`src/rtl/access_game_pkg.sv`:
```
// Shared types, width helpers and code-digit selection for the access/game controller.
`timescale 1ns/1ps
package access_game_pkg;

    localparam int unsigned MAX_CODE_W  = 64;
    localparam int unsigned MAX_DIGIT_W = 16;

    typedef enum logic [3:0] {
        ENTRY    = 4'd0,
        CHECK    = 4'd1,
        LOCKOUT  = 4'd2,
        UNLOCKED = 4'd3,
        CONFIG   = 4'd4,
        ARMED    = 4'd5,
        RUN      = 4'd6,
        EVAL     = 4'd7,
        RETRY    = 4'd8,
        RECONF   = 4'd9,
        FAIL     = 4'd10
    } state_t;

    // Bits needed to hold 0..max_val, never less than one.
    function automatic int unsigned width_for(input int unsigned max_val);
        return (max_val < 2) ? 1 : $clog2(max_val + 1);
    endfunction

    // Digit idx of a code; digit 0 sits in the most significant bits.
    function automatic logic [MAX_DIGIT_W-1:0] code_digit(
        input logic [MAX_CODE_W-1:0] code,
        input int unsigned           digit_w,
        input int unsigned           code_len,
        input int unsigned           idx
    );
        logic [MAX_CODE_W-1:0] mask;
        mask = (MAX_CODE_W'(1) << digit_w) - MAX_CODE_W'(1);
        return MAX_DIGIT_W'((code >> ((code_len - 1 - idx) * digit_w)) & mask);
    endfunction

endpackage

```
`src/rtl/access_game_ctrl_tick_down_counter.sv`:
```
// Loadable down-counter stepped by tick; done_c flags the tick that reaches zero.
`timescale 1ns/1ps
module tick_down_counter #(
    parameter int unsigned W = 4
) (
    input  logic         clk,
    input  logic         rst,
    input  logic         load,
    input  logic [W-1:0] load_val,
    input  logic         tick,
    output logic         done_c
);

    logic [W-1:0] cnt_q, cnt_d;

    always_comb begin
        cnt_d  = cnt_q;
        done_c = 1'b0;
        if (load) begin
            cnt_d = load_val;
        end else if (tick && (cnt_q != '0)) begin
            cnt_d  = cnt_q - W'(1);
            done_c = (cnt_q == W'(1));
        end
    end

    always_ff @(posedge clk) begin
        if (!rst) cnt_q <= '0;
        else      cnt_q <= cnt_d;
    end

endmodule

```
`src/rtl/access_game_ctrl.sv`:
```
// Passcode gate with timed lockout, followed by the game round sequencer.
`timescale 1ns/1ps
module access_game_ctrl
    import access_game_pkg::*;
#(
    parameter int unsigned                   DIGIT_W    = 4,
    parameter int unsigned                   CODE_LEN   = 4,
    parameter logic [CODE_LEN*DIGIT_W-1:0]   CODE_VALUE = 16'h9909,
    parameter int unsigned                   MAX_TRIES  = 3,
    parameter int unsigned                   LOCK_TICKS = 10,
    parameter int unsigned                   CNT_W      = 3,
    parameter int unsigned                   RECONF_MAX = 1
) (
    input  logic                               clk,
    input  logic                               rst,
    input  logic                               button_push,
    input  logic [DIGIT_W-1:0]                 digit_in,
    input  logic                               tick_1s,
    input  logic                               window_done,
    input  logic                               rng_button,
    input  logic                               load_in,
    output logic [DIGIT_W-1:0]                 digit_echo,
    output logic                               green_led,
    output logic                               red_led,
    output logic                               lock_led,
    output logic                               donot_borrow,
    output logic                               reconfig,
    output logic                               enable,
    output logic                               timer_enable,
    output logic                               load_out,
    output logic                               rng_out,
    output logic [width_for(MAX_TRIES)-1:0]    fail_count,
    output logic [CNT_W-1:0]                   push_count
);

    localparam int unsigned IDX_W  = width_for(CODE_LEN - 1);
    localparam int unsigned FAIL_W = width_for(MAX_TRIES);
    localparam int unsigned LOCK_W = width_for(LOCK_TICKS);
    localparam logic [CNT_W-1:0] CNT_MAX = '1;

    state_t             state_q, state_d;
    logic [IDX_W-1:0]   idx_q, idx_d;
    logic               match_q, match_d;
    logic [DIGIT_W-1:0] digit_echo_q, digit_echo_d;
    logic               green_q, green_d, red_q, red_d, lock_q, lock_d;
    logic               donot_q, donot_d, reconfig_q, reconfig_d;
    logic               enable_q, enable_d, timer_q, timer_d;
    logic               load_out_q, load_out_d, rng_out_q, rng_out_d;
    logic [FAIL_W-1:0]  fail_q, fail_d;
    logic [CNT_W-1:0]   push_cnt_q, push_cnt_d;
    logic               digit_ok_c, lock_load_c, lock_done_c;

    assign digit_ok_c = (digit_in == DIGIT_W'(code_digit(MAX_CODE_W'(CODE_VALUE), DIGIT_W,
                                                         CODE_LEN, 32'(idx_q))));

    tick_down_counter #(.W(LOCK_W)) u_lock_cnt (
        .clk      (clk),
        .rst      (rst),
        .load     (lock_load_c),
        .load_val (LOCK_W'(LOCK_TICKS)),
        .tick     (tick_1s && (state_q == LOCKOUT)),
        .done_c   (lock_done_c)
    );

    always_comb begin
        state_d      = state_q;
        idx_d        = idx_q;
        match_d      = match_q;
        digit_echo_d = digit_echo_q;
        green_d      = green_q;
        red_d        = red_q;
        lock_d       = lock_q;
        donot_d      = donot_q;
        reconfig_d   = reconfig_q;
        enable_d     = enable_q;
        timer_d      = timer_q;
        load_out_d   = load_out_q;
        rng_out_d    = rng_out_q;
        fail_d       = fail_q;
        push_cnt_d   = push_cnt_q;
        lock_load_c  = 1'b0;

        case (state_q)
            ENTRY: begin
                red_d   = 1'b1;
                green_d = 1'b0;
                if (button_push) begin
                    digit_echo_d = digit_in;
                    // A fresh entry always starts from an assumed match.
                    match_d = ((idx_q == '0) ? 1'b1 : match_q) & digit_ok_c;
                    if (idx_q == IDX_W'(CODE_LEN - 1)) begin
                        idx_d   = '0;
                        state_d = CHECK;
                    end else begin
                        idx_d = idx_q + IDX_W'(1);
                    end
                end
            end
            CHECK: begin
                match_d = 1'b1;
                if (match_q) begin
                    green_d = 1'b1;
                    red_d   = 1'b0;
                    donot_d = 1'b1;
                    fail_d  = '0;
                    state_d = UNLOCKED;
                end else if (fail_q == FAIL_W'(MAX_TRIES - 1)) begin
                    lock_d      = 1'b1;
                    lock_load_c = 1'b1;
                    state_d     = LOCKOUT;
                end else begin
                    fail_d  = fail_q + FAIL_W'(1);
                    state_d = ENTRY;
                end
            end
            LOCKOUT: begin
                if (lock_done_c) begin
                    lock_d  = 1'b0;
                    fail_d  = '0;
                    match_d = 1'b1;
                    state_d = ENTRY;
                end
            end
            UNLOCKED: begin
                if (button_push) begin
                    reconfig_d = 1'b1;
                    state_d    = CONFIG;
                end
            end
            CONFIG: begin
                reconfig_d = 1'b0;
                if (button_push) begin
                    enable_d = 1'b1;
                    state_d  = ARMED;
                end
            end
            ARMED: begin
                load_out_d = load_in;
                rng_out_d  = ~rng_button;
                push_cnt_d = '0;
                if (button_push) begin
                    timer_d = 1'b1;
                    state_d = RUN;
                end
            end
            RUN: begin
                if (button_push && (push_cnt_q != CNT_MAX)) push_cnt_d = push_cnt_q + CNT_W'(1);
                if (window_done) state_d = EVAL;
            end
            EVAL: begin
                timer_d = 1'b0;
                if (push_cnt_q == '0)                    state_d = RETRY;
                else if (32'(push_cnt_q) <= RECONF_MAX)  state_d = RECONF;
                else                                     state_d = FAIL;
            end
            RETRY: begin
                enable_d = 1'b0;
                if (button_push) begin
                    enable_d = 1'b1;
                    state_d  = ARMED;
                end
            end
            RECONF: begin
                enable_d   = 1'b0;
                reconfig_d = 1'b1;
                if (button_push) begin
                    reconfig_d = 1'b0;
                    enable_d   = 1'b1;
                    state_d    = ARMED;
                end
            end
            FAIL: begin
                green_d    = 1'b0;
                red_d      = 1'b1;
                donot_d    = 1'b0;
                enable_d   = 1'b0;
                reconfig_d = 1'b0;
                timer_d    = 1'b0;
                state_d    = ENTRY;
            end
            default: begin
                state_d      = ENTRY;
                idx_d        = '0;
                match_d      = 1'b0;
                digit_echo_d = '0;
                green_d      = 1'b0;
                red_d        = 1'b0;
                lock_d       = 1'b0;
                donot_d      = 1'b0;
                reconfig_d   = 1'b0;
                enable_d     = 1'b0;
                timer_d      = 1'b0;
                load_out_d   = 1'b0;
                rng_out_d    = 1'b0;
                fail_d       = '0;
                push_cnt_d   = '0;
            end
        endcase
    end

    always_ff @(posedge clk) begin
        if (!rst) begin
            state_q      <= ENTRY;
            idx_q        <= '0;
            match_q      <= 1'b0;
            digit_echo_q <= '0;
            green_q      <= 1'b0;
            red_q        <= 1'b0;
            lock_q       <= 1'b0;
            donot_q      <= 1'b0;
            reconfig_q   <= 1'b0;
            enable_q     <= 1'b0;
            timer_q      <= 1'b0;
            load_out_q   <= 1'b0;
            rng_out_q    <= 1'b0;
            fail_q       <= '0;
            push_cnt_q   <= '0;
        end else begin
            state_q      <= state_d;
            idx_q        <= idx_d;
            match_q      <= match_d;
            digit_echo_q <= digit_echo_d;
            green_q      <= green_d;
            red_q        <= red_d;
            lock_q       <= lock_d;
            donot_q      <= donot_d;
            reconfig_q   <= reconfig_d;
            enable_q     <= enable_d;
            timer_q      <= timer_d;
            load_out_q   <= load_out_d;
            rng_out_q    <= rng_out_d;
            fail_q       <= fail_d;
            push_cnt_q   <= push_cnt_d;
        end
    end

    assign digit_echo   = digit_echo_q;
    assign green_led    = green_q;
    assign red_led      = red_q;
    assign lock_led     = lock_q;
    assign donot_borrow = donot_q;
    assign reconfig     = reconfig_q;
    assign enable       = enable_q;
    assign timer_enable = timer_q;
    assign load_out     = load_out_q;
    assign rng_out      = rng_out_q;
    assign fail_count   = fail_q;
    assign push_count   = push_cnt_q;

endmodule

```
`config.mk`:
```
export PLATFORM = sky130hd
export DESIGN_NAME = access_game_ctrl
export DESIGN_NICKNAME = d
export VERILOG_FILES = /design/src/rtl/access_game_pkg.sv /design/src/rtl/access_game_ctrl_tick_down_counter.sv /design/src/rtl/access_game_ctrl.sv
export SDC_FILE = /design/constraint.sdc
export NUM_CORES = 1
export LEC_CHECK = 0
export BUFFER_PORTS_ARGS = -buffer_cell sky130_fd_sc_hd__buf_2
export CELL_PAD_IN_SITES_DETAIL_PLACEMENT = 1
export CELL_PAD_IN_SITES_GLOBAL_PLACEMENT = 1
export CORE_ASPECT_RATIO = 2
export CORE_MARGIN = 8
export CORE_UTILIZATION = 38
export DETAILED_ROUTE_END_ITERATION = 7
export GPL_TIMING_DRIVEN = 0
export PLACE_DENSITY = 0.82
export SYNTH_ARGS = -nofsm -noshare
export SYNTH_HDL_FRONTEND = slang
export SYNTH_SLANG_ARGS = --single-unit
```
`constraint.sdc`:
```
create_clock -name clk -period 1.9 [get_ports clk]
set_clock_uncertainty 0.15 [all_clocks]
set_input_delay 0.19 -clock clk [delete_from_list [all_inputs] [get_ports clk]]
set_output_delay 0.19 -clock clk [all_outputs]
set_load 0.03 [all_outputs]
```
Word-level counts from Yosys, hierarchy flattened
Cells that the tools add are included.
- register bits after elaboration: 29
- output and inout bits: 18
- input bits: 11
- eq/ne operators: 28
- reduce and logical (&&, ||, !) cells: 33
- $add $sub $neg: 5
- bitwise logic cells: 12
- shift-type cells: 1
- multiplexer cells: 51
- magnitude comparators: 1
- operator list (operator ; count):
    4-bit two-way mux ; 10
    4-bit case mux with 8 select lines ; 1
    16-bit by 32-bit right shift with 4-bit output (first input constant) ; 1
    9-bit OR reduction ; 3
    8-bit OR reduction ; 3
    2-bit != test (second input constant) ; 11
    10-bit OR reduction ; 2
    2-bit two-way mux ; 9
    4-bit by 3-bit equality test with 1-bit output (second input constant) ; 4
    1-bit two-way mux ; 16
    2-bit AND reduction ; 7
    7-bit OR reduction ; 2
    4-bit equality test (second input constant) ; 3
    1-bit case mux with 3 select lines ; 4
    1-bit NOT ; 11
    1-bit case mux with 2 select lines ; 5
    4-bit by 1-bit equality test with 1-bit output (second input constant) ; 2
    4-bit by 2-bit equality test with 1-bit output (second input constant) ; 2
    4-bit case mux with 2 select lines ; 1
    7-bit AND reduction ; 1
    3-bit != test (second input constant) ; 2
    2-bit case mux with 3 select lines ; 1
    3-bit case mux with 2 select lines ; 1
    3-bit AND reduction ; 2
    21 further kinds ; 27

Longest topological paths before layout
- depth in word-level cells: 7
- mapped depth: 7
- depth with buffers taken out: 6

Hierarchy
From an unflattened synthesis, not the netlist that was laid out.
- cells, all modules: 242
- area, all modules: 1894.3 um2
- modules (own cells, without submodules) (module ; instances ; area each (um2) ; seq. area each (um2) ; cells each):
    access_game_ctrl ; 1 ; 1609.0 ; 500.5 ; 205
    tick_down_counter ; 1 ; 285.3 ; 80.1 ; 37

Worst setup path after synthesis
OpenSTA, ideal clock, no wires.
- kind: register to register
- from: register push_cnt_q[1], in the netlist push_count[1]
- to: register state_q[1]
- period minus slack after synthesis: 1.950 ns
- stages on the path, launching flop included: 7
- buffers on the path: 0
- arrival: 1.697 ns
- setup slack: -0.050 ns
- cells stage by stage: dfxtp_1 -> inv_1 -> ha_1 -> o21ba_2 -> nor2_1 -> o32a_1 -> a2111oi_2
- cells in the longest elaborated chain, start to end: 4
- elaborated cells on any way between the ends: 5
- those cells by class: order compare: 1; mux: 3; reduce/logical: 1
- RTL lines (item ; RTL line ; RTL):
    start: declaration ; access_game_ctrl.sv:50 ; logic [CNT_W-1:0] push_cnt_q, push_cnt_d;
    start signal: assignment ; access_game_ctrl.sv:233 ; push_cnt_q <= push_cnt_d;
    3-bit by 1-bit less-or-equal comparator with 1-bit output ; access_game_ctrl.sv:153 ; else if (32'(push_cnt_q) <= RECONF_MAX) state_d = RECONF;
    2-bit two-way mux ; access_game_ctrl.sv:153 ;
    2-bit two-way mux * ; access_game_ctrl.sv:152 ; if (push_cnt_q == '0) state_d = RETRY;
    4-bit case mux with 8 select lines * ; access_game_ctrl.sv:83 ; case (state_q)
    end signal: assignment ; access_game_ctrl.sv:219 ; state_q <= state_d;
    end: declaration ; access_game_ctrl.sv:41 ; state_t state_q, state_d;
Every way passes the cells marked *; elsewhere a longest branch is shown, timed or not.
A chain may end at the register's enable or synchronous reset.

Worst setup path in the final report
- from: register state_q[0]
- to: register idx_q[0]
- cells in the longest elaborated chain, start to end: 4
- elaborated cells on any way between the ends: 16
- those cells by class: eq/ne: 11; mux: 1; bitwise: 1; reduce/logical: 3
- RTL lines (item ; RTL line ; RTL):
    4-bit by 2-bit equality test with 1-bit output (tied with other cells) ; access_game_ctrl.sv:83 ;
    10-bit OR reduction (no line) ; -- ;
    1-bit NOT (no line) ; -- ;
    2-bit AND reduction (no line) ; -- ;
    end signal: assignment ; access_game_ctrl.sv:220 ; idx_q <= idx_d;
    end: declaration ; access_game_ctrl.sv:42 ; logic [IDX_W-1:0] idx_q, idx_d;
Several ways; a longest one is shown, not always the timed one.

==> impl_results.md <==
* Outcome: complete, but fails checks
* Failing checks: negative setup slack
* PwrDens at 1315 mW/mm²
* I/O Buffers at 28
* Final Max Tran Viols at 0
* Hold path startpoint: rst
* Async S/R FF share, synth at 0%
* Hold endpoint: timer_enable
* CTS tree: done
* Syn nets at 244
* First drt pass iteration count at 4
* Netlist cell types at 58
* Reg-to-Reg Start: state_q[0]
* Top-area cell type share of the netlist area at 30.93%
* Mapped Area at 0.001877 mm²
* H-tree depth at 2
* Clock latency on the worst-skew pair at 0.29 ns
* Clock Sinks at 29
* Final Core Density at 48.13%
* Final Cycle Share at 103.3%
* Row count at 36
* Nets at 286
* Max-capacitance violation count at 0
* Largest net degree at the start of global routing at 11
* Comb pwr share at 56.8%
* Synthesis-stage register bit count at 29
* CTS max path bufs at 2
* Period minus WS final at 1.962 ns
* DR iter-0 viols at 36
* Setup crit start kind: flip-flop
* Syn avg cell area at 8.416 µm²
* Fin area at 0.002320 mm²
* ANT cells at 0
* VDD IR-drop max at 0.0008489 V
* Wirelength, routed at 5625 µm
* Wire per inst at 17.41 µm
* Final WS setup at -0.06183 ns
* Layout area overhead at 23.60%
* Place WS at -0.1111 ns
* Dpl cell area at 0.002090 mm²
* Routability-driven placement congestion ratio at 0.7990
* Layout cells sized above 1 at 30.45%
* Cts bufs inserted at 5
* Top post-synthesis cells by area: dfxtp_1 31%, ha_1 6.7%, a21oi_1 4.3%
* Reg2Reg Capture Point: idx_q[0]
* # DRC at 0
* Sequential area share after synthesis at 30.93%
* DP Wirelength at 4021 µm
* Yosys warns at 0
* Clk pin slew, worst setup/hold paths at 0.07 ns
* Worst Hold Class: in -> reg
* Final Hold Viols at 0
* Maximum clock rate at 509.7 MHz
* First-pass GRT wire length at 8687 µm
* Vias per Instance at 5.811
* Die Ht at 115.4 µm
* EDFF count, synth at 0
* Worst r2r path cells at 4
* WP data arrival at 2.03 ns
* Critical path class: reg -> reg
* Switching Fraction at 42.79%
* P_sw at 1.305 mW
* WP data required at 1.97 ns
* Grt ovf at 0
* Vias at 1877
* Post-Synthesis Cells at 223
* Unrepaired setup endpoints after global routing: yes
* Seq pwr share at 26.9%
* Clock power frac at 16.3%
* Cell Int Power at 1.745 mW
* Boundary pin count at 29
* Relative slew margins at 57.66%
* R2R setup slack at -0.06 ns
* Gr usage total at 14.53%
* Crit. End Element: flip-flop
* Total Die Area at 0.007580 mm²
* Most common cell in the netlist: dfxtp_1
* Slew @ Worst Pin at 0.6351 ns
* Synth area leader: dfxtp_1
* Synth cell count leaders: 29 x dfxtp_1, 18 x nor2_1, 16 x a21oi_1
* Die Wd at 65.70 µm
* Clk root buf: clkbuf_8
* Antenna viol nets, final at 0
* Vias in the first global route at 1934
* Starting density of the core at 38.94%
* Worst hold path depth at 3
* Initial antenna violation count at 0
* Core area at 0.004820 mm²
* Leakage at 0.9439 nW
* Finish-stage setup viols at 4
* Worst Path Max Fanout at 5
* Top_reg_cell synth: dfxtp_1
-- sequential cells by signal, summed over array words and instances, names as in the netlist, 2 cells and up --
register          count
fail_count            2
u_lock_cnt.cnt_q      4
push_count            3
digit_echo            4
idx_q                 2
state_q               4
-- worst max path at each step --
stage | depth (start not counted) | endpoint | from | slack [ns]
after floorplan | 5 | state_q[1] | push_count[0] | 0.004
after global placement | 5 | state_q[1] | state_q[2] | -0.08
after detailed placement | 6 | fail_count[1] | state_q[3] | -0.11
after CTS | 6 | fail_count[1] | state_q[3] | 0.007
after global routing | 4 | idx_q[0] | state_q[0] | -0.11
final | 4 | idx_q[0] | state_q[0] | -0.06
-- timing repair --
action	in CTS	in global routing
endpoints found under the setup margin	9	10
cloned	0	1
gates resized for setup	14	15
hold endpoints to repair	0	0
pin swaps	1	5
hold buffers	0	0
setup buffers	0	6
-- metrics by stage --
| step | TNS, ns | cells | hold slack, ns | total power, mW |
|---|---|---|---|---|
| 6_report | -0.1134 | 323 | 0.08746 | 3.051 |
| 2_1_floorplan | 0 | 223 | 0.2037 | 1.913 |
| 3_5_place_dp | -0.4725 | 308 | 0.3256 | 2.232 |
| 4_1_cts | 0 | 316 | 0.08838 | 2.804 |
| 5_1_grt | -0.4264 | 323 | 0.1115 | 3.223 |
| 3_3_place_gp | -0.3386 | 308 | 0.3059 | 2.222 |
-- area by class of cell --
class	instances	area, µm²
Sequential cell	29	589.3
Timing Repair Buffer	35	190.2
Inverter	15	56.30
Fill cell	576	2500
Clock buffer	6	72.57
Multi-Input combinational cell	163	1222
Tap cell	57	71.32
Clock inverter	2	10.01
Buffer	16	107.6
-- cell usage in the layout, fill, tap and decap left out, types with 7 or more instances in the layout --
cell type,n
ha_1,9
nand3_1,12
buf_2,31
and2_1,7
mux2i_1,7
nor2b_1,8
inv_1,14
dfxtp_1,24
a21oi_1,15
nor2_1,18
buf_4,9
nand2_1,12
-- cell families (layout without fill, tap and decap cells) --
group	Yosys count	count (layout)	share of synthesized area, %
xor gates and xnor gates	4	4	1.867
DFF	29	29	30.93
and+or+nand+nor	86	86	26.67
muxes	9	9	4.933
adders and majority gates	10	10	6.667
buffers and inverters	31	74	7.600
AOI/OAI and AO/OA	54	54	21.33
-- routing by layer --
metal  up-vias  share of wire, %  GRT usage, %
li1        883                 -             -
met1       928                36         12.75
met2        47                57         28.53
met3        19               3.0         2.732
met4         0               3.7         8.358
met5         -                 0             0
-- worst max-delay path: stages, from the launching register on --
cell and delay (ns):
dfxtp_2 0.35, buf_6 0.13, or4_4 0.57, or4_4 0.55, a21oi_2 0.15
-- power groups by stage --
| stage | clock [mW] | sequential [mW] | combinational, mW |
|---|---|---|---|
| 6_report | 0.498 | 0.819 | 1.73 |
| 5_1_grt | 0.536 | 0.833 | 1.85 |
| 4_1_cts | 0.505 | 0.804 | 1.49 |
| 3_5_place_dp | 0 | 0.814 | 1.42 |
| 3_3_place_gp | 0 | 0.808 | 1.41 |
| 2_1_floorplan | 0 | 0.937 | 0.977 |
Power figures use the tool's default switching activity.
